==> src/rtl/div_share_ctrl.sv <==
// div_share_ctrl
// Shares one 32-bit unsigned divider between two requesters.
// Requests are granted round-robin. Each granted operation clears the divider,
// launches it and then waits for completion, bounded by TIMEOUT cycles.
// Divide-by-zero is answered directly and never reaches the datapath.
module div_share_ctrl #(
   parameter int TIMEOUT = 40
) (
   input  logic        clk,
   input  logic        rst,
   input  logic        req0_valid,
   output logic        req0_ready,
   input  logic [31:0] req0_dvnd,
   input  logic [31:0] req0_dvsr,
   input  logic        req1_valid,
   output logic        req1_ready,
   input  logic [31:0] req1_dvnd,
   input  logic [31:0] req1_dvsr,
   output logic        rsp_valid,
   output logic        rsp_id,
   output logic [31:0] rsp_q,
   output logic [31:0] rsp_r,
   output logic [1:0]  rsp_err,
   output logic        busy,
   output logic        div_rst,
   output logic        div_run,
   output logic [31:0] div_dvnd,
   output logic [31:0] div_dvsr,
   input  logic [31:0] div_q,
   input  logic [31:0] div_r,
   input  logic        div_rdy
);

   typedef enum logic [2:0] {
      ST_IDLE = 3'd0,
      ST_CLR  = 3'd1,
      ST_RUN  = 3'd2,
      ST_WAIT = 3'd3,
      ST_DONE = 3'd4,
      ST_ZERO = 3'd5
   } state_t;

   // Last counter value still spent waiting; reaching it without div_rdy aborts.
   localparam logic [7:0] TO_LAST = 8'(TIMEOUT - 1);

   state_t      state_r;
   state_t      next_state_s;
   logic        last_grant_r;
   logic        id_r;
   logic [7:0]  tmo_cnt_r;
   logic        gnt_valid_s;
   logic        gnt_id_s;
   logic [31:0] gnt_dvnd_s;
   logic [31:0] gnt_dvsr_s;
   logic        accept_s;
   logic        rdy_hit_s;
   logic        tmo_hit_s;

   // Round-robin pick: a lone requester wins, on contention the one not served last
   always_comb begin
      gnt_valid_s = 1'b0;
      gnt_id_s    = 1'b0;
      if (req0_valid && req1_valid) begin
         gnt_valid_s = 1'b1;
         gnt_id_s    = ~last_grant_r;
      end else if (req0_valid) begin
         gnt_valid_s = 1'b1;
         gnt_id_s    = 1'b0;
      end else if (req1_valid) begin
         gnt_valid_s = 1'b1;
         gnt_id_s    = 1'b1;
      end else begin
         gnt_valid_s = 1'b0;
         gnt_id_s    = 1'b0;
      end
   end

   assign gnt_dvnd_s = gnt_id_s ? req1_dvnd : req0_dvnd;
   assign gnt_dvsr_s = gnt_id_s ? req1_dvsr : req0_dvsr;
   assign accept_s   = (state_r == ST_IDLE) && gnt_valid_s && !rst;

   // State register
   always_ff @(posedge clk or posedge rst) begin
      if (rst) begin
         state_r <= ST_IDLE;
      end else begin
         state_r <= next_state_s;
      end
   end

   // Next-state decode and per-state strobes; div_rst also follows rst directly
   always_comb begin
      next_state_s = state_r;
      req0_ready   = 1'b0;
      req1_ready   = 1'b0;
      div_rst      = rst;
      div_run      = 1'b0;
      rsp_valid    = 1'b0;
      busy         = 1'b1;
      rdy_hit_s    = 1'b0;
      tmo_hit_s    = 1'b0;
      case (state_r)
         ST_IDLE: begin
            busy = 1'b0;
            if (accept_s) begin
               req0_ready = ~gnt_id_s;
               req1_ready = gnt_id_s;
               if (gnt_dvsr_s == 32'd0) begin
                  next_state_s = ST_ZERO;
               end else begin
                  next_state_s = ST_CLR;
               end
            end else begin
               next_state_s = ST_IDLE;
            end
         end
         ST_CLR: begin
            div_rst      = 1'b1;
            next_state_s = ST_RUN;
         end
         ST_RUN: begin
            div_run      = 1'b1;
            next_state_s = ST_WAIT;
         end
         ST_WAIT: begin
            // a completion on the last counted cycle still beats the timeout
            if (div_rdy) begin
               rdy_hit_s    = 1'b1;
               next_state_s = ST_DONE;
            end else if (tmo_cnt_r == TO_LAST) begin
               tmo_hit_s    = 1'b1;
               next_state_s = ST_DONE;
            end else begin
               next_state_s = ST_WAIT;
            end
         end
         ST_DONE: begin
            rsp_valid    = 1'b1;
            next_state_s = ST_IDLE;
         end
         ST_ZERO: begin
            rsp_valid    = 1'b1;
            next_state_s = ST_IDLE;
         end
         default: begin
            busy         = 1'b0;
            next_state_s = ST_IDLE;
         end
      endcase
   end

   // Latch operands, owner and arbitration history on acceptance
   always_ff @(posedge clk or posedge rst) begin
      if (rst) begin
         div_dvnd     <= 32'd0;
         div_dvsr     <= 32'd0;
         id_r         <= 1'b0;
         last_grant_r <= 1'b1;
      end else if (accept_s) begin
         div_dvnd     <= gnt_dvnd_s;
         div_dvsr     <= gnt_dvsr_s;
         id_r         <= gnt_id_s;
         last_grant_r <= gnt_id_s;
      end
   end

   // Timeout counter: cleared at launch, counts WAIT cycles without completion
   always_ff @(posedge clk or posedge rst) begin
      if (rst) begin
         tmo_cnt_r <= 8'd0;
      end else if (state_r == ST_RUN) begin
         tmo_cnt_r <= 8'd0;
      end else if ((state_r == ST_WAIT) && !div_rdy) begin
         tmo_cnt_r <= tmo_cnt_r + 8'd1;
      end
   end

   // Response registers; they hold until the next response is produced
   always_ff @(posedge clk or posedge rst) begin
      if (rst) begin
         rsp_q   <= 32'd0;
         rsp_r   <= 32'd0;
         rsp_err <= 2'd0;
         rsp_id  <= 1'b0;
      end else if (accept_s && (gnt_dvsr_s == 32'd0)) begin
         rsp_q   <= 32'hFFFF_FFFF;
         rsp_r   <= gnt_dvnd_s;
         rsp_err <= 2'd1;
         rsp_id  <= gnt_id_s;
      end else if (rdy_hit_s) begin
         rsp_q   <= div_q;
         rsp_r   <= div_r;
         rsp_err <= 2'd0;
         rsp_id  <= id_r;
      end else if (tmo_hit_s) begin
         rsp_q   <= 32'd0;
         rsp_r   <= 32'd0;
         rsp_err <= 2'd2;
         rsp_id  <= id_r;
      end
   end

endmodule

==> config.mk <==
export PLATFORM = sky130hd
export DESIGN_NAME = div_share_ctrl
export DESIGN_NICKNAME = d
export VERILOG_FILES = /design/src/rtl/div_share_ctrl.sv
export SDC_FILE = /design/constraint.sdc
export NUM_CORES = 1
export LEC_CHECK = 0
export BUFFER_PORTS_ARGS = -buffer_cell sky130_fd_sc_hd__buf_2
export CAP_MARGIN = 20
export CORE_ASPECT_RATIO = 0.7
export CORE_MARGIN = 5
export CORE_UTILIZATION = 41
export DETAILED_ROUTE_END_ITERATION = 10
export GPL_TIMING_DRIVEN = 0
export PLACE_DENSITY = 0.85
export SYNTH_ARGS = -nofsm -noshare
export SYNTH_HDL_FRONTEND = slang
export SYNTH_SLANG_ARGS = --single-unit
==> constraint.sdc <==
create_clock -name clk -period 4.96 [get_ports clk]
set_input_delay 0.992 -clock clk [delete_from_list [all_inputs] [get_ports clk]]
set_output_delay 0.992 -clock clk [all_outputs]
set_load 0.1 [all_outputs]
# After elaboration in Yosys (flattened, before gate mapping)
# Cells that the tools add are included.
[word_totals] output_inout_bits=137 inputBits=197 regBits=144 elab_cells=70
[classes] muxes=38 n_bitwise=2 reduce_logical=13 n_eq_ne=6 addsub=1
[ops] operator="two-way mux 32 bit" n=7
[ops] operator="zero test 32 bit" n=1
[ops] operator="two-way mux 1 bit" n=21
[ops] operator="two-way mux 8 bit" n=2
[ops] operator="two-way mux 3 bit" n=4
[ops] operator="one-hot mux 3 bit (4 select lines)" n=1
[ops] operator="adder 8 x 1 -> 8 bit, second input constant" n=1
[ops] operator="equality test 8 x 6 -> 1 bit, second input constant" n=1
[ops] operator="equality test 3 x 2 -> 1 bit, second input constant" n=2
[ops] operator="equality test 3 bit, second input constant" n=2
[ops] operator="two-way mux 2 bit" n=3
[ops] operator="logical AND 1 bit" n=5
[ops] operator="OR reduction 5 bit" n=1
[ops] operator="equality test 3 x 1 -> 1 bit, second input constant" n=1
[ops] operator="zero test 3 bit" n=1
[ops] operator="nonzero test 3 bit" n=1
[ops] operator="zero test 1 bit" n=2
[ops] operator="inverter 1 bit" n=2
[ops] operator="nonzero test 2 bit" n=1
[ops] operator="OR reduction 2 bit" n=1

# Logic depth before layout (Yosys ltp)
[logic_depth] depth_word=8 mapped_depth=8 mapped_depth_nobuf=6

# Worst setup path before layout
# Ideal clock, no wire load.
[synth_timing] path_type="input to output" startpoint="input port rst" endpoint="output port div_rst" setup_slack_ns=-1.860 stages=2 t_required_ns=3.968 arrival_ns=5.828 path_buffers=0 cell_sequence="inv_1 nand2_1"
[synth_between] elab_chain_len=1
[synth_rtl] element="start: declaration" line="10" source="input logic rst,"
[synth_rtl] element="two-way mux 1 bit" line="102" source="case (state_r)"
[synth_rtl] element="end: declaration" line="25" source="output logic div_rst,"
# No other way between the ends.

# Worst setup path in the final report
[layout_timing] startpoint="input port rst" endpoint="output port req0_ready"
[layout_between] elab_chain_len=4
[layout_rtl] element="zero test 1 bit (no line)"
[layout_rtl] element="logical AND 1 bit" line="80" source="assign accept_s = (state_r == ST_IDLE) && gnt_valid_s && !rst;"
[layout_rtl] element="two-way mux 1 bit" line="105" source="if (accept_s) begin"
[layout_rtl] element="two-way mux 1 bit" line="102"
[layout_rtl] element="end: declaration" line="12" source="output logic req0_ready,"
# No other way between the ends.

==> impl_metrics.toml <==
[run_status]
status = "completed"

[yosys]
syn-cell-area_um2 = 6440
synth_area_leader_cell = "dfrtp_1"
yosys_warnings = 0
seq_area_frac_synth = 0.560
syn-instance-count = 601
synthesis.nets = 799
ys_seq_elements = 144
synth_area_leaders = "dfrtp_1 (56%), mux2i_1 (10%), nand2_1 (5.9%), a221o_1 (5.0%), a22oi_1 (3.7%)"
yosysTopAreaCellShare = 0.556
ys_types = 41
syn_area_per_cell_um2 = 10.7

[clocking]
cts-root-buf = "clkbuf_16"
clkSinkCount = 144
ctsHtreeMaxLevel = 4
cts_made_buffers = 17
cts_setup_buffers = 0
cts_hold_buffers = 0
cts.path.max_buffers = 2
cts_resized = 0
clk_pin_slew_ns = 0.06
clock_latency_ns = 0.42
cts_tree = "done"

[placed_design]
postPlaceCellArea_um2 = 8440
dp.cells = 1138
place.gp.congestion = 0.946
port_buffers = 333
hpwl_um = 18100

[job]
maxCapViolCount = 0

[sta]
tightest_slew_ns = 0.788
finClkSkew_ns = 0.0109
finalCritPeriodShare = 0.828
whs_ns = 0.476
rsz0062_at_grt = "no"
report.final.slew_viol_count = 0
hold_violations = 0
setup_violations = 0
finalCriticalPeriod_ns = 4.11
max_freq_ghz = 0.243
relSlewSlack = 0.475

[global_route]
globalRouteOverflowTotal = 0
grt_first_pass_wirelength_um = 35800
grt_max_degree = 37
antenna_found_initial = 3
grt_pass1_vias = 6556
grt.total_usage = 0.246

[cells_and_area]
antennaDiodeCount = 0
final_util = 0.589
layout-drive-gt1-share = 0.408
instances_no_fill = 1168
nFillCells = 1333
post-route-cell-area_um2 = 9110
syn_to_final_growth_pct = 41.4
layout.nets = 1155

[critical_path]
reg2regPathDepth = 8
r2r-end = "rsp_r[17]"
critPathCaptureType = "output pin"
worstSetupPathType = "input pin to output pin"
startpoint_type = "input pin"
r2r-start = "state_r[1]"
reg2reg_slack_ns = 2.53
cp_max_fo = 10
arrival_ns = 3.11
worstPathRequired_ns = 3.97

[die]
core-area_um2 = 15500
die_w_um = 160
die_y_um = 115
design.die.area_um2 = 18400
start_util = 0.417
ios = 334
rows = 38

[routing]
drt_iter0_drc = 486
ant_nets = 0
via_per_inst = 5.54
drtPass1Iterations = 5
wl_um = 23200
wl_per_cell_um = 19.9
drc = 0
via_count = 6468

[hold_path]
min_to = "div_dvnd[28]"
hold_class = "register to register"
hp-start = "div_dvnd[28]"
hold_depth = 2
## cells in the mapped netlist, drive strengths merged
library cell  number
dfrtp            143
nand2            102
mux2i             66
nor2              44
o21ai             42
a221o             32
a22oi             32
a31oi             31
buf               24
clkbuf            24
nor4              13
a21oi              5
nand4              5
nor3               5
nand3              4
a21o               3
nand2b             3
or3                3
and4               2
o21a               2
xnor2              2
a21bo              1
a21boi             1
a221oi             1
and2               1
and3b              1
and4bb             1
dfstp              1
ha                 1
inv                1
nor2b              1
nor3b              1
o22ai              1
or4                1
xor2               1
## sequential cells by signal, summed over array words and instances (netlist names)
register      count
div_dvnd         32
div_dvsr         32
rsp_q            32
rsp_r            32
tmo_cnt_r         8
state_r           3
rsp_err           2
id_r              1
last_grant_r      1
rsp_id            1
## layout by cell type, fill, tap and decap left out, types with 2 or more instances in the layout
cell type    n
buf_2      351
dfrtp_1    143
nand2_1    102
mux2i_1     66
nor2_1      44
o21ai_0     40
a22oi_1     32
a221o_1     32
a31oi_1     31
clkbuf_1    26
clkbuf_16   17
nor4_1      12
bufinv_16    6
nand4_1      5
nor3_1       5
a21oi_1      5
buf_12       4
nand3_1      3
nand2b_1     3
or3_1        3
a21o_1       3
clkinv_4     3
o21ai_1      2
and4_1       2
o21a_1       2
buf_4        2
buf_6        2
buf_1        2
xnor2_1      2
clkbuf_8     2
## critical path, stage by stage
cell and delay (ns):
buf_2 0.12, nor4_2 0.37, o21ai_1 0.25, clkbuf_1 0.30
clkbuf_1 0.40, nor2_1 0.21, buf_2 0.45
## layer usage
metal,routed length [um],global-route usage,vias to the layer above
met5,42,0,-
met4,479,0.0837,6
met3,2160,0.0731,49
met2,11400,0.418,363
met1,9080,0.306,3145
li1,-,-,2905
## worst max-delay path by stage
stage,end,startpoint
2_1_floorplan,div_rst,rst
3_3_place_gp,div_rst,rst
3_5_place_dp,req0_ready,rst
4_1_cts,req0_ready,rst
5_1_grt,req0_ready,rst
6_report,req0_ready,rst
## cells by family after synthesis
| family | share of synthesized area |
|---|---|
| flops | 0.560 |
| xor+xnor | 0.00408 |
| simple gates | 0.128 |
| mux | 0.103 |
| fa+ha+maj | 0.00194 |
| compound gates | 0.168 |
| buf+inv | 0.0356 |
## layout make-up
| cell class | instances | area, um^2 | share of cell area |
|---|---|---|---|
| Tap cell | 200 | 250 | 0.0275 |
| Clock buffer | 21 | 460 | 0.0506 |
| Buffer | 48 | 225 | 0.0247 |
| Multi-Input combinational cell | 408 | 2610 | 0.286 |
| Sequential cell | 144 | 3600 | 0.396 |
| Inverter | 1 | 7.51 | 0.000824 |
| Clock inverter | 9 | 206 | 0.0227 |
| Timing Repair Buffer | 337 | 1750 | 0.192 |
## per-stage QoR
step	setup WS [ns]	setup TNS, ns
final	0.853	0
after global routing	0.663	0
after detailed placement	0.753	0
after global placement	-0.693	-0.693
after floorplan	-0.475	-0.475
after CTS	0.751	0
Power is not shown: default switching activity piles up to over one toggle a cycle in this logic, so the estimate is an artifact.
